===== config.mk =====
export PLATFORM = sky130hd
export DESIGN_NAME = snake_scene_gen
export DESIGN_NICKNAME = d
export VERILOG_FILES = /design/src/rtl/snake_scene_gen.sv
export SDC_FILE = /design/constraint.sdc
export NUM_CORES = 1
export LEC_CHECK = 0
export BUFFER_PORTS_ARGS = -buffer_cell sky130_fd_sc_hd__buf_2
export CORE_AREA = 2 2 174 125
export CTS_CLUSTER_SIZE = 24
export DETAILED_ROUTE_END_ITERATION = 10
export DIE_AREA = 0 0 176 127
export PLACE_DENSITY = 0.61
export SYNTH_ARGS = -nofsm -noshare
export SYNTH_HDL_FRONTEND = slang
export SYNTH_SLANG_ARGS = --single-unit

===== constraint.sdc =====
create_clock -name clk -period 4.45 [get_ports clk]
set_input_delay 0.6675 -clock clk [delete_from_list [all_inputs] [get_ports clk]]
set_output_delay 0.6675 -clock clk [all_outputs]
set_load 0.01 [all_outputs]

===== src/rtl/snake_scene_gen.sv =====
// snake_scene_gen: stateful scene source for the grid display path.
// Holds snake, apple, map and game-over state and answers per-cell (x,y) queries combinationally.
module snake_scene_gen #(
    parameter int GRID_W   = 16,
    parameter int GRID_H   = 12,
    parameter int COORD_W  = 4,
    parameter int MAX_LEN  = 8,
    parameter int NUM_MAPS = 4
) (
    input  logic                         clk,
    input  logic                         reset,
    input  logic                         map_btn,
    input  logic                         step,
    input  logic [1:0]                   dir,
    input  logic [COORD_W-1:0]           x,
    input  logic [COORD_W-1:0]           y,
    output logic                         border,
    output logic                         snake_head,
    output logic                         snake_body,
    output logic                         apple,
    output logic                         ready,
    output logic                         game_over,
    output logic [$clog2(NUM_MAPS)-1:0]  map_idx,
    output logic [$clog2(MAX_LEN+1)-1:0] length
);
    localparam int MAP_W = $clog2(NUM_MAPS);
    localparam int LEN_W = $clog2(MAX_LEN + 1);
    localparam int CW1   = COORD_W + 1;

    localparam logic [CW1-1:0]     GRID_W_C    = CW1'(GRID_W);
    localparam logic [CW1-1:0]     GRID_H_C    = CW1'(GRID_H);
    localparam logic [CW1-1:0]     X_LAST      = CW1'(GRID_W - 1);
    localparam logic [CW1-1:0]     Y_LAST      = CW1'(GRID_H - 1);
    localparam logic [CW1-1:0]     X_INNER_MAX = CW1'(GRID_W - 2);
    localparam logic [CW1-1:0]     Y_INNER_MAX = CW1'(GRID_H - 2);
    localparam logic [COORD_W-1:0] START_Y     = COORD_W'(GRID_H / 3);
    localparam logic [LEN_W-1:0]   LEN_START   = LEN_W'(3);
    localparam logic [LEN_W-1:0]   LEN_MAX     = LEN_W'(MAX_LEN);
    localparam logic [MAP_W-1:0]   MAP_LAST    = MAP_W'(NUM_MAPS - 1);
    localparam logic [15:0]        LFSR_SEED   = 16'hACE1;

    localparam logic [1:0] DIR_RIGHT = 2'b00;
    localparam logic [1:0] DIR_LEFT  = 2'b01;
    localparam logic [1:0] DIR_UP    = 2'b10;
    localparam logic [1:0] DIR_DOWN  = 2'b11;

    typedef enum logic [1:0] {
        ST_LOAD  = 2'b00,
        ST_RUN   = 2'b01,
        ST_RELOC = 2'b10,
        ST_OVER  = 2'b11
    } state_t;

    state_t             state_q;
    logic [COORD_W-1:0] seg_x_q [MAX_LEN];
    logic [COORD_W-1:0] seg_y_q [MAX_LEN];
    logic [LEN_W-1:0]   len_q;
    logic [COORD_W-1:0] apple_x_q;
    logic [COORD_W-1:0] apple_y_q;
    logic [MAP_W-1:0]   map_q;
    logic               over_q;
    logic               ready_q;
    logic [1:0]         dir_q;
    logic [15:0]        lfsr_q;
    logic               btn_meta_q;
    logic               btn_sync_q;
    logic               btn_prev_q;

    logic [15:0]        lfsr_d;
    logic [MAP_W-1:0]   map_d;
    logic [LEN_W-1:0]   len_grow_d;
    logic               map_rise_s;
    logic [1:0]         eff_dir_s;
    logic [CW1-1:0]     head_nx_s;
    logic [CW1-1:0]     head_ny_s;
    logic               new_hit_s;
    logic               eat_s;
    logic [CW1-1:0]     cand_x_s;
    logic [CW1-1:0]     cand_y_s;
    logic               cand_hit_s;
    logic               cand_ok_s;
    logic               in_grid_s;
    logic               body_hit_s;

    // Start column of a map-k segment sitting `off` cells right of column k.
    function automatic logic [COORD_W-1:0] start_x(input logic [MAP_W-1:0] k,
                                                   input logic [COORD_W-1:0] off);
        return COORD_W'(k) + off;
    endfunction

    assign map_rise_s = btn_sync_q & ~btn_prev_q;
    assign lfsr_d     = {lfsr_q[0] ^ lfsr_q[2] ^ lfsr_q[3] ^ lfsr_q[5], lfsr_q[15:1]};
    assign map_d      = (map_q == MAP_LAST) ? MAP_W'(0) : map_q + MAP_W'(1);
    assign len_grow_d = (len_q == LEN_MAX) ? len_q : len_q + LEN_W'(1);

    assign ready     = ready_q;
    assign game_over = over_q;
    assign map_idx   = map_q;
    assign length    = len_q;

    // Map button synchronizer plus delayed copy for rising-edge detection.
    always_ff @(posedge clk or posedge reset) begin
        if (reset) begin
            btn_meta_q <= 1'b0;
            btn_sync_q <= 1'b0;
            btn_prev_q <= 1'b0;
        end else begin
            btn_meta_q <= map_btn;
            btn_sync_q <= btn_meta_q;
            btn_prev_q <= btn_sync_q;
        end
    end

    // Free-running LFSR used as the apple placement source.
    always_ff @(posedge clk or posedge reset) begin
        if (reset) begin
            lfsr_q <= LFSR_SEED;
        end else begin
            lfsr_q <= lfsr_d;
        end
    end

    // Step evaluation: effective direction, next head, collision and apple hit.
    always_comb begin
        eff_dir_s = (dir == (dir_q ^ 2'b01)) ? dir_q : dir;
        head_nx_s = {1'b0, seg_x_q[0]};
        head_ny_s = {1'b0, seg_y_q[0]};
        case (eff_dir_s)
            DIR_RIGHT: head_nx_s = {1'b0, seg_x_q[0]} + CW1'(1);
            DIR_LEFT:  head_nx_s = {1'b0, seg_x_q[0]} - CW1'(1);
            DIR_UP:    head_ny_s = {1'b0, seg_y_q[0]} - CW1'(1);
            DIR_DOWN:  head_ny_s = {1'b0, seg_y_q[0]} + CW1'(1);
            default:   head_nx_s = {1'b0, seg_x_q[0]};
        endcase
        // The old tail vacates this step, so only segments 0..length-2 can be hit.
        new_hit_s = (head_nx_s == CW1'(0)) || (head_nx_s >= X_LAST) ||
                    (head_ny_s == CW1'(0)) || (head_ny_s >= Y_LAST);
        for (int i = 0; i < MAX_LEN; i++) begin
            new_hit_s = new_hit_s | ((LEN_W'(i + 1) < len_q) &&
                                     (head_nx_s == {1'b0, seg_x_q[i]}) &&
                                     (head_ny_s == {1'b0, seg_y_q[i]}));
        end
        eat_s = (head_nx_s == {1'b0, apple_x_q}) && (head_ny_s == {1'b0, apple_y_q});
    end

    // Apple candidate from the LFSR; accepted only inside the border and off the snake.
    always_comb begin
        cand_x_s   = CW1'(lfsr_q[COORD_W-1:0]) + CW1'(1);
        cand_y_s   = CW1'(lfsr_q[2*COORD_W-1:COORD_W]) + CW1'(1);
        cand_hit_s = 1'b0;
        for (int i = 0; i < MAX_LEN; i++) begin
            cand_hit_s = cand_hit_s | ((LEN_W'(i) < len_q) &&
                                       (cand_x_s == {1'b0, seg_x_q[i]}) &&
                                       (cand_y_s == {1'b0, seg_y_q[i]}));
        end
        cand_ok_s = (cand_x_s <= X_INNER_MAX) && (cand_y_s <= Y_INNER_MAX) && !cand_hit_s;
    end

    // Per-cell query answers; out-of-grid cells report border only.
    always_comb begin
        in_grid_s  = ({1'b0, x} < GRID_W_C) && ({1'b0, y} < GRID_H_C);
        body_hit_s = 1'b0;
        for (int i = 1; i < MAX_LEN; i++) begin
            body_hit_s = body_hit_s | ((LEN_W'(i) < len_q) &&
                                       (seg_x_q[i] == x) && (seg_y_q[i] == y));
        end
        border     = !in_grid_s || (x == COORD_W'(0)) || ({1'b0, x} == X_LAST) ||
                     (y == COORD_W'(0)) || ({1'b0, y} == Y_LAST);
        snake_head = in_grid_s && (seg_x_q[0] == x) && (seg_y_q[0] == y);
        snake_body = in_grid_s && body_hit_s;
        apple      = in_grid_s && (apple_x_q == x) && (apple_y_q == y);
    end

    // Game FSM: load, run, apple relocation and game-over, with map change taking priority.
    always_ff @(posedge clk or posedge reset) begin
        if (reset) begin
            state_q   <= ST_LOAD;
            ready_q   <= 1'b0;
            over_q    <= 1'b0;
            map_q     <= MAP_W'(0);
            dir_q     <= DIR_RIGHT;
            len_q     <= LEN_START;
            apple_x_q <= start_x(MAP_W'(0), COORD_W'(6));
            apple_y_q <= START_Y;
            for (int i = 0; i < MAX_LEN; i++) begin
                seg_x_q[i] <= (i < 3) ? start_x(MAP_W'(0), COORD_W'(3 - i)) : COORD_W'(0);
                seg_y_q[i] <= (i < 3) ? START_Y : COORD_W'(0);
            end
        end else if (map_rise_s) begin
            map_q   <= map_d;
            over_q  <= 1'b0;
            ready_q <= 1'b0;
            state_q <= ST_LOAD;
        end else begin
            case (state_q)
                ST_LOAD: begin
                    dir_q     <= DIR_RIGHT;
                    len_q     <= LEN_START;
                    apple_x_q <= start_x(map_q, COORD_W'(6));
                    apple_y_q <= START_Y;
                    for (int i = 0; i < MAX_LEN; i++) begin
                        seg_x_q[i] <= (i < 3) ? start_x(map_q, COORD_W'(3 - i)) : COORD_W'(0);
                        seg_y_q[i] <= (i < 3) ? START_Y : COORD_W'(0);
                    end
                    over_q  <= 1'b0;
                    ready_q <= 1'b1;
                    state_q <= ST_RUN;
                end
                ST_RUN: begin
                    if (step) begin
                        dir_q <= eff_dir_s;
                        if (new_hit_s) begin
                            over_q  <= 1'b1;
                            ready_q <= 1'b0;
                            state_q <= ST_OVER;
                        end else begin
                            seg_x_q[0] <= head_nx_s[COORD_W-1:0];
                            seg_y_q[0] <= head_ny_s[COORD_W-1:0];
                            for (int i = 1; i < MAX_LEN; i++) begin
                                seg_x_q[i] <= seg_x_q[i-1];
                                seg_y_q[i] <= seg_y_q[i-1];
                            end
                            // On growth the shifted-down old tail becomes the last active segment.
                            if (eat_s) begin
                                len_q   <= len_grow_d;
                                ready_q <= 1'b0;
                                state_q <= ST_RELOC;
                            end
                        end
                    end
                end
                ST_RELOC: begin
                    if (cand_ok_s) begin
                        apple_x_q <= cand_x_s[COORD_W-1:0];
                        apple_y_q <= cand_y_s[COORD_W-1:0];
                        ready_q   <= 1'b1;
                        state_q   <= ST_RUN;
                    end
                end
                ST_OVER: begin
                    ready_q <= 1'b0;
                    over_q  <= 1'b1;
                end
                default: begin
                    ready_q <= 1'b0;
                    state_q <= ST_LOAD;
                end
            endcase
        end
    end
endmodule


==> run metrics <==
RSZ-0062 raised after global routing=false; cell area after synthesis=slightly above 8000 um^2; worst-margin pin slew=743.8 ps; number of global-route vias before repair=6,666; DPL Wire Length=19.21 mm; final hold violation count=0; nets=902; GPL Wtd Cong=roughly 0.99; WL final=26.94 mm; period utilization=95.15%; Async SR Flop Fraction=100.0%; final setup vio count=0; Leak=3.847 nW; share of Yosys cell area claimed by the top area cell type=around 25%; max-cap violations=0; FMAX=about 240 MHz; initial DRC count=916; Crit. End Element=flop; met2 WL=10.37 mm; crit path DAT=4500 ps; Main synth FF type=dfrtp_1; Worst Setup Path Type=flop to flop; max_slew headroom=50.41%; YS warnings=0; flop and latch count out of synthesis=103; crit-path max FO=35; ranking of synthesized cells by area=dfrtp_1 25%, xnor2_1 12%, xor2_1 10%; Final Util=44.11%; Total GRT Usage=24.76%; Clock Latency Late Sink=380 ps; cell taking the most area after synthesis=dfrtp_1; met3 routed WL=~3.5 mm; Slew Limit Fails=0; Post-Syn Instances=891; Hold Path Class=primary input to async pin; syn nets=just over 900; WHS=254.5 ps; area grow syn2layout=10.79%; num ports=26; CP required=4710 ps; CTS clk-pin slew, worst paths=70 ps; Tmin final=4234 ps; top layer reached by signal wires=met4; power per cell area=663.3 nW/um^2; core region area=between 20,000 and 25,000 um^2; most frequent cell after synthesis=xnor2_1; clock root buffer=clkbuf_16; Critical Path Start Type=flop; # H-tree levels=3; mean post-synth cell area=9.177 um^2; largest net degree at the start of global routing=51; Met1 Routed Length=12.74 mm; Commonest cells post-synth=109 x xnor2_1, 94 x xor2_1, 83 x dfrtp_1; CTS buffer count=9; Initial Utilization=39.82%; first-pass GRT wire length=approximately 41 mm; status=complete, no violations; die area=~22,000 um^2; wire per inst=23.41 um; number of antenna diodes=0; # rows=44; clk buf depth=2; Die Ht=127 um; final worst slack=215.9 ps; clk_skew=9.652 ps; share of post-route cells with drive strength above 1=17.37%; Post-synth EDFFs=0; Die X=176 um; share of the yosys chip area belonging to registers=between 30% and 40%; antenna-violating nets left=0; Place WS=-130.9 ps; drt via density=between 6 and 7; count of TritonRoute iterations in the first routing pass=8; Setup Fix Bufs, Post-CTS=0; CTS Sinks=103; # DRC=0; port buffer count=25; initial antenna violation count=1; worst vdd ir=roughly 0.3 mV; synth unique cells=77; via count=approximately 6,900; total gr overflow=0; CTS tree=done
==> sequential cells by signal (all words and copies together) (netlist names) <==
register / count
lfsr_q: 16
seg_y_q: 32
apple_x_q: 4
length: 4
dir_q: 2
map_idx: 2
btn_prev_q: 1
btn_sync_q: 1
game_over: 1
btn_meta_q: 1
seg_x_q: 32
state_q: 2
ready: 1
apple_y_q: 4
==> worst paths after layout <==
kind                                       from                 endpoint  slack, ps  depth (start not counted)
setup / recovery           dir_q[1]$_DFFE_PP0P_   seg_y_q[4]$_DFFE_PP0P_        220                         17
hold / removal                            reset   seg_x_q[9]$_DFFE_PP0P_        250                          2
setup reg to reg           dir_q[1]$_DFFE_PP0P_   seg_y_q[4]$_DFFE_PP0P_        220                         17
hold reg to reg            btn_meta_q$_DFF_PP0_     btn_sync_q$_DFF_PP0_        350                          0
max in group asynchronous                 reset  seg_y_q[30]$_DFFE_PP1P_       3330                          3
min in group clk           btn_meta_q$_DFF_PP0_     btn_sync_q$_DFF_PP0_        350                          0
==> per-layer routing <==
| metal | global-route usage [%] | up-vias |
|---|---|---|
| li1 | - | 3116 |
| met1 | 38.26 | 3412 |
| met2 | 32.03 | 356 |
| met3 | 8.839 | 33 |
| met4 | 5.931 | 0 |
| met5 | 0 | - |
==> worst max-delay path: stages, from the launching register on <==
cell and delay [ps]:
dfrtp_2 450, xnor2_2 190, mux2i_2 250, nand2b_4 180, inv_1 60, fa_2 390, nand2b_1 160, a21oi_1 200
xor2_2 290, and2_1 280, nor3_2 100, a32oi_1 200, o2111ai_1 160, or2_2 380, buf_4 170, buf_12 160
and3_1 190, a221o_1 260
==> layout make-up <==
type	count	area, um^2
fill	1955	11480
inverter	25	96.34
clock inverter	6	68.82
tap	276	345.3
clock buffer	10	239.0
multi-input combinational	649	5065
sequential	103	2604
timing repair buffer	82	640.6
==> cells by family (layout without fill, tap and decap cells) <==
| kind of cell | count (synthesis) | count (layout) | share of synthesized area, % |
|---|---|---|---|
| multiplexers | 11 | 11 | 2.127 |
| AND/OR/NAND/NOR | 220 | 220 | 14.86 |
| flip-flops | 103 | 103 | 31.83 |
| adder cells (fa/ha/maj) | 18 | 18 | 2.846 |
| buffers and inverters | 139 | 123 | 7.115 |
| AO/OA/AOI/OAI | 190 | 190 | 17.81 |
| XOR/XNOR | 210 | 210 | 23.41 |
==> repair_timing <==
item | in CTS | in global routing
resized for setup | 0 | 3
endpoints found under the setup margin | 0 | 40
hold buffers | 0 | 0
hold endpoints to repair | 0 | 0
==> report_power, final <==
| part | switching, mW | leakage (nW) | internal [mW] |
|---|---|---|---|
| logic | 1.92 | 2.38 | 1.53 |
| registers | 0.515 | 1.32 | 1.20 |
| clock network | 0.390 | 0.149 | 0.454 |
==> placed cells by master (no fill, tap or decap), drive strengths merged, types with 6 or more instances in the layout <==
cell type	count
ha	17
nor3	26
o21ai	23
nand3	24
a21o	6
xnor2	113
nor2	32
a211oi	7
nand4	23
dfstp	20
nor2b	6
a22o	18
buf	82
o22ai	10
mux2i	8
xor2	97
inv	26
and3	33
o21bai	9
nor4	16
a221o	32
clkbuf	10
o2111ai	6
a21oi	27
o31ai	10
dfrtp	83
nand2	28
==> metrics by stage <==
stage                     power [mW]  setup TNS, ps  instances  area (um^2)
after floorplan                4.010              0        891         8245
after global placement         5.047          -1578       1135         8737
after detailed placement       5.061          -4590       1135         8737
after CTS                      5.921              0       1151         9045
after global routing           6.351              0       1151         9059
final                          6.008              0       1151         9059
Note: power is estimated with default switching activity, not from simulation.
